===== src/rtl/pulse_timing_meas.sv =====
// pulse_timing_meas
//   Receive-side checker for the pulse generator. Samples the asynchronous
//   pulse and sync lines and measures one frame (sync rise to next sync rise).
//   Reports the first pulse width, the pulse1->pulse2 delay, the second pulse
//   width, the frame period and the pulse count over a valid/ready interface.
//
//   Ports
//     clk, resetn            clock, asynchronous active-low reset
//     enable                 high: measure continuously, low: abort to IDLE
//     pulse_in, sync_in      asynchronous lines under test
//     meas_valid/meas_ready  result handshake
//     width1, delay12,       time fields in clk cycles (CNT_W)
//     width2, period
//     n_pulses               rising pulse edges in the frame, saturating
//     overflow               frame timer saturated in this frame
//
//   Optional feature, macro BLOCK_CHECK_EN:
//     block_in   (in)        asynchronous blanking line
//     block_viol (out,CNT_W) frame cycles with pulse high while block is low
module pulse_timing_meas #(
  parameter int CNT_W       = 32,
  parameter int NPULSE_W    = 8,
  parameter int SYNC_STAGES = 2
) (
  input  logic                clk,
  input  logic                resetn,
  input  logic                enable,
  input  logic                pulse_in,
  input  logic                sync_in,
  output logic                meas_valid,
  input  logic                meas_ready,
  output logic [CNT_W-1:0]    width1,
  output logic [CNT_W-1:0]    delay12,
  output logic [CNT_W-1:0]    width2,
  output logic [CNT_W-1:0]    period,
  output logic [NPULSE_W-1:0] n_pulses,
  output logic                overflow
`ifdef BLOCK_CHECK_EN
  ,
  input  logic                block_in,
  output logic [CNT_W-1:0]    block_viol
`endif
);

  typedef enum logic [1:0] {IDLE, WAIT_SYNC, MEAS, DONE} state_t;

  localparam logic [CNT_W-1:0]    T_MAX = '1;
  localparam logic [NPULSE_W-1:0] N_MAX = '1;

  state_t                r_state;
  logic [SYNC_STAGES-1:0] r_sp, r_ss;
  logic                  r_p_d, r_s_d;
  logic [CNT_W-1:0]      r_timer, r_r1, r_f1, r_r2, r_f2;
  logic                  r_got_r1, r_got_f1, r_got_r2, r_got_f2, r_ovf;
  logic [NPULSE_W-1:0]   r_np;

  logic                  w_p, w_s, w_p_rise, w_p_fall, w_s_rise;
  logic [CNT_W-1:0]      w_tnow;

  // Every line sees the same synchronizer depth plus one edge flop, so
  // edge timings compare exactly in clk cycles.
  assign w_p      = r_sp[SYNC_STAGES-1];
  assign w_s      = r_ss[SYNC_STAGES-1];
  assign w_p_rise = w_p & ~r_p_d;
  assign w_p_fall = ~w_p & r_p_d;
  assign w_s_rise = w_s & ~r_s_d;
  // r_timer lags frame time by one cycle in MEAS; w_tnow is the frame time
  // of the current cycle, saturating.
  assign w_tnow   = (r_timer == T_MAX) ? T_MAX : r_timer + CNT_W'(1);

`ifdef BLOCK_CHECK_EN
  logic [SYNC_STAGES-1:0] r_sb;
  logic [CNT_W-1:0]       r_viol;
  logic                   w_viol;
  assign w_viol = w_p & ~r_sb[SYNC_STAGES-1];
`endif

  always_ff @(posedge clk or negedge resetn) begin
    if (!resetn) begin
      r_state    <= IDLE;
      r_sp       <= '0;
      r_ss       <= '0;
      r_p_d      <= 1'b0;
      r_s_d      <= 1'b0;
      r_timer    <= '0;
      r_r1       <= '0;
      r_f1       <= '0;
      r_r2       <= '0;
      r_f2       <= '0;
      r_got_r1   <= 1'b0;
      r_got_f1   <= 1'b0;
      r_got_r2   <= 1'b0;
      r_got_f2   <= 1'b0;
      r_ovf      <= 1'b0;
      r_np       <= '0;
      meas_valid <= 1'b0;
      width1     <= '0;
      delay12    <= '0;
      width2     <= '0;
      period     <= '0;
      n_pulses   <= '0;
      overflow   <= 1'b0;
`ifdef BLOCK_CHECK_EN
      r_sb       <= '0;
      r_viol     <= '0;
      block_viol <= '0;
`endif
    end else begin
      r_sp  <= {r_sp[SYNC_STAGES-2:0], pulse_in};
      r_ss  <= {r_ss[SYNC_STAGES-2:0], sync_in};
      r_p_d <= w_p;
      r_s_d <= w_s;
`ifdef BLOCK_CHECK_EN
      r_sb  <= {r_sb[SYNC_STAGES-2:0], block_in};
`endif
      case (r_state)
        IDLE: if (enable) r_state <= WAIT_SYNC;

        WAIT_SYNC: begin
          if (!enable) begin
            r_state <= IDLE;
          end else if (w_s_rise) begin
            // Frame start is t=0; a pulse rise in this same cycle counts.
            r_state  <= MEAS;
            r_timer  <= '0;
            r_ovf    <= 1'b0;
            r_got_r1 <= w_p_rise;
            r_r1     <= '0;
            r_got_f1 <= 1'b0;
            r_got_r2 <= 1'b0;
            r_got_f2 <= 1'b0;
            r_np     <= w_p_rise ? NPULSE_W'(1) : '0;
`ifdef BLOCK_CHECK_EN
            r_viol   <= CNT_W'(w_viol);
`endif
          end
        end

        MEAS: begin
          if (!enable) begin
            r_state <= IDLE;
          end else if (w_s_rise) begin
            // Frame end: pulse edges in this cycle belong to no frame.
            r_state    <= DONE;
            meas_valid <= 1'b1;
            period     <= w_tnow;
            overflow   <= r_ovf;
            n_pulses   <= r_np;
            width1     <= r_got_f1 ? r_f1 - r_r1 : '0;
            delay12    <= r_got_r2 ? r_r2 - r_r1 : '0;
            width2     <= r_got_f2 ? r_f2 - r_r2 : '0;
`ifdef BLOCK_CHECK_EN
            block_viol <= r_viol;
`endif
          end else begin
            r_timer <= w_tnow;
            if (w_tnow == T_MAX) r_ovf <= 1'b1;
            if (w_p_rise) begin
              if (r_np != N_MAX) r_np <= r_np + NPULSE_W'(1);
              if (!r_got_r1) begin
                r_got_r1 <= 1'b1;
                r_r1     <= w_tnow;
              end else if (!r_got_r2) begin
                r_got_r2 <= 1'b1;
                r_r2     <= w_tnow;
              end
            end
            // A fall with no preceding rise in this frame is dropped.
            if (w_p_fall) begin
              if (r_got_r1 && !r_got_f1) begin
                r_got_f1 <= 1'b1;
                r_f1     <= w_tnow;
              end else if (r_got_r2 && !r_got_f2) begin
                r_got_f2 <= 1'b1;
                r_f2     <= w_tnow;
              end
            end
`ifdef BLOCK_CHECK_EN
            if (w_viol && r_viol != T_MAX) r_viol <= r_viol + CNT_W'(1);
`endif
          end
        end

        DONE: begin
          // Sync edges here are ignored; the next frame starts after handshake.
          if (meas_ready) begin
            meas_valid <= 1'b0;
            r_state    <= enable ? WAIT_SYNC : IDLE;
          end
        end

        default: r_state <= IDLE;
      endcase
    end
  end

endmodule


===== config.mk =====
export PLATFORM = sky130hd
export DESIGN_NAME = pulse_timing_meas
export DESIGN_NICKNAME = d
export VERILOG_FILES = /design/src/rtl/pulse_timing_meas.sv
export SDC_FILE = /design/constraint.sdc
export NUM_CORES = 1
export LEC_CHECK = 0
export ABC_AREA = 1
export CELL_PAD_IN_SITES_DETAIL_PLACEMENT = 1
export CELL_PAD_IN_SITES_GLOBAL_PLACEMENT = 1
export CORE_ASPECT_RATIO = 1.1
export CORE_MARGIN = 2
export CORE_UTILIZATION = 47
export CTS_BUF_LIST = sky130_fd_sc_hd__clkbuf_16
export CTS_CLUSTER_DIAMETER = 80
export DETAILED_ROUTE_END_ITERATION = 7
export GPL_ROUTABILITY_DRIVEN = 0
export HOLD_SLACK_MARGIN = 0.02
export PLACE_DENSITY = 0.95
export SYNTH_ARGS = -nofsm -noshare
export SYNTH_HDL_FRONTEND = slang
export SYNTH_SLANG_ARGS = --single-unit
export TNS_END_PERCENT = 10

===== constraint.sdc =====
create_clock -name clk -period 3.8 [get_ports clk]
set_input_delay 0.57 -clock clk [delete_from_list [all_inputs] [get_ports clk]]
set_output_delay 0.57 -clock clk [all_outputs]
set_load 0.005 [all_outputs]

==> impl_metrics.tcl <==
set metrics [dict create \
    status "completed" \
    synth_seq_cells 319 \
    route.detailed.drc 0 \
    period_share 0.8186 \
    synth_commonest_cells "nand2_1 (711), o21ai_0 (330), dfrtp_1 (319)" \
    cts_tree "built" \
    p_per_area_nw_per_um2 586.2 \
    postCtsHoldBufs 0 \
    crit_type "reg -> reg" \
    post-route-min-period_ns 3.111 \
    utilization 0.5610 \
    holdWs_ns 0.04370 \
    final_layout_size_suffix_gt1_frac 0.04842 \
    pwr-share-comb 0.363 \
    clockPowerShare 0.281 \
    first_global_vias 20721 \
    synth_cell_types 45 \
    synth.area.top_cells "dfrtp_1 (43%), nand2_1 (15%), o21ai_0 (9.0%)" \
    clock_latency_ns 0.59 \
    fin_area_um2 21530 \
    p_sw_w 0.004941 \
    synth.most_common_cell "nand2_1" \
    rows 75 \
    ios 144 \
    drtAntennaViolNets 0 \
    yosysTopAreaCellShare 0.4344 \
    critPathMaxFanout 3 \
    drv_cap 0 \
    synth_edf_count 0 \
    core_area_um2 38380 \
    syn_area_um2 18380 \
    cts_buffers 37 \
    track_usage 0.3937 \
    die-width_um 192.5 \
    avgViaCountPerCell 6.367 \
    relSlewSlack 0.4200 \
    yosysWarnings 0 \
    dp.final_hpwl_mm 52.84 \
    routed_wl_mm 79.24 \
    end_kind "flop" \
    place_area_um2 20380 \
    antenna_found_initial 2 \
    leakagePower_nw 10.30 \
    crit_arrival_ns 3.56 \
    ys_seq_area_frac 0.4344 \
    multiInputGateArea_um2 9184 \
    min_path_type "in -> async" \
    avgSynthCellArea_um2 7.537 \
    cts_sinks 319 \
    synthArstFlopShare 1.000 \
    hold_violations 0 \
    wire_per_inst_um 25.53 \
    grt_max_degree 98 \
    cts_root_buf "clkbuf_16" \
    initialDrtViolationCount 2028 \
    critPathLaunchType "flop" \
    power_w 0.01262 \
    final-seq-area_um2 7983 \
    timing.fmax_mhz 321.5 \
    finClkSkew_ns 0.02812 \
    n_fill_cell 4762 \
    p_seq_frac 0.356 \
    die_h_um 211.4 \
    drtPass1Iterations 6 \
    start_util 0.4788 \
    setup_tns_ns 0 \
    ys.flop_type "dfrtp_1" \
    finalSetupViolCount 0 \
    grt_setup_unrepaired "false" \
    post_cts_buffers 0 \
    synth_top_area_cell "dfrtp_1" \
    finalNetCount 2680 \
    clock_path_buffers 3 \
    grt_pass1_wl_mm 121.3 \
    synth_cells 2438 \
    htreeDepth 2 \
    p_int_w 0.007681 \
    vdd_drop_max_mv 0.3298 \
    overflow 0 \
    vias 19762 \
    cts_resized 0 \
    worst_pin_slew_ns 0.8667 \
    port_buffers 143 \
    maxSlewViolCount 0 \
    syn_nets 2542 \
    swShare 0.3915 \
    syn_to_final_growth_pct 17.17 \
    required_ns 4.25 \
    dieArea_um2 40700 \
    path_clk_slew_ns 0.07 \
]
[worst max-delay path: stages (launching register included)]
cell and delay (ns):
dfrtp_1 0.41, inv_1 0.12, ha_1 0.21, inv_1 0.10
fa_1 0.20, nand2_1 0.09, nand3_1 0.09, o21ai_0 0.20
o21ai_0 0.50, a21oi_1 0.18, o21ai_0 0.57, a21oi_1 0.14
o21ai_0 0.11, nand2_1 0.07
[worst paths after layout]
path                                     to  slack, ns  cells after the start    start
min in group clk                    r_sp[1]       0.36                      0  r_sp[0]
worst min-delay path             width1[23]       0.04                      1   resetn
worst max register to register  delay12[18]       0.69                     13  r_r2[0]
worst min register to register      r_sp[1]       0.36                      0  r_sp[0]
worst max-delay path            delay12[18]       0.69                     13  r_r2[0]
max in group asynchronous         width2[1]       2.74                      2   resetn
[power groups by stage]
stage | Combinational [W] | Sequential (W) | Clock (W)
floorplan | 0.00220 | 0.00439 | 0
global placement | 0.00396 | 0.00447 | 0
detailed placement | 0.00424 | 0.00448 | 0
CTS | 0.00445 | 0.00447 | 0.00352
global route | 0.00492 | 0.00452 | 0.00366
finish | 0.00459 | 0.00449 | 0.00355
[through the flow]
stage | setup WS [ns] | cells
after floorplan | 1.606 | 2438
after global placement | 0.9562 | 3037
after detailed placement | 0.7377 | 3037
after CTS | 0.8108 | 3102
after global routing | 0.5508 | 3102
final | 0.6894 | 3104
[state kept, by name, summed over array words and instances (netlist names), 2 cells and up]
| signal | count |
|---|---|
| width2 | 32 |
| width1 | 32 |
| n_pulses | 8 |
| r_ss | 2 |
| r_f1 | 32 |
| r_r2 | 32 |
| r_sp | 2 |
| r_state | 2 |
| r_r1 | 32 |
| r_f2 | 32 |
| period | 32 |
| r_timer | 32 |
| r_np | 8 |
| delay12 | 32 |
[metal layers]
metal | vias up | part of all wire | global-route usage
met5 | - | 0.00029 | 0
met3 | 475 | 0.089 | 0.1008
met1 | 9686 | 0.37 | 0.4629
li1 | 8305 | - | -
met4 | 4 | 0.088 | 0.2830
met2 | 1292 | 0.46 | 0.6247
[final cells by class]
type                       instances  area share
antenna                            2   0.0002324
multi-input combinational       1803      0.4265
sequential                       319      0.3707
tap                              500     0.02905
clock buffer                      39     0.04533
inverter                         251     0.04399
clock inverter                    26    0.007787
timing repair buffer             164     0.07636
[kinds of logic after synthesis]
| family | count (synthesis) | share of synthesized area |
|---|---|---|
| adder cells (fa/ha/maj) | 98 | 0.06795 |
| flip-flops | 319 | 0.4344 |
| AO/OA/AOI/OAI | 606 | 0.1778 |
| AND/OR/NAND/NOR | 1073 | 0.2414 |
| XOR/XNOR | 26 | 0.01239 |
| buffers and inverters | 316 | 0.06611 |
[cells in the final DEF, fill, tap and decap left out, drive strengths merged, types with 5 or more instances in the layout]
master,Yosys,final
nand3b,9,9
xor2,15,15
clkdlybuf4s50,0,142
buf,13,22
a21boi,5,5
nor2,202,202
ha,95,95
nand3,98,98
o211ai,6,6
nor3,20,20
inv,249,255
clkinv,2,20
clkbuf,52,39
o21a,13,13
a21oi,172,172
nand2,720,720
nor4,9,9
o31ai,16,16
or2,5,5
o21ai,346,346
o21bai,13,13
nand4,9,9
xnor2,11,11
a211oi,5,5
dfrtp,319,319
a31oi,6,6
a21o,15,15
(Power assumes the default switching activity.)
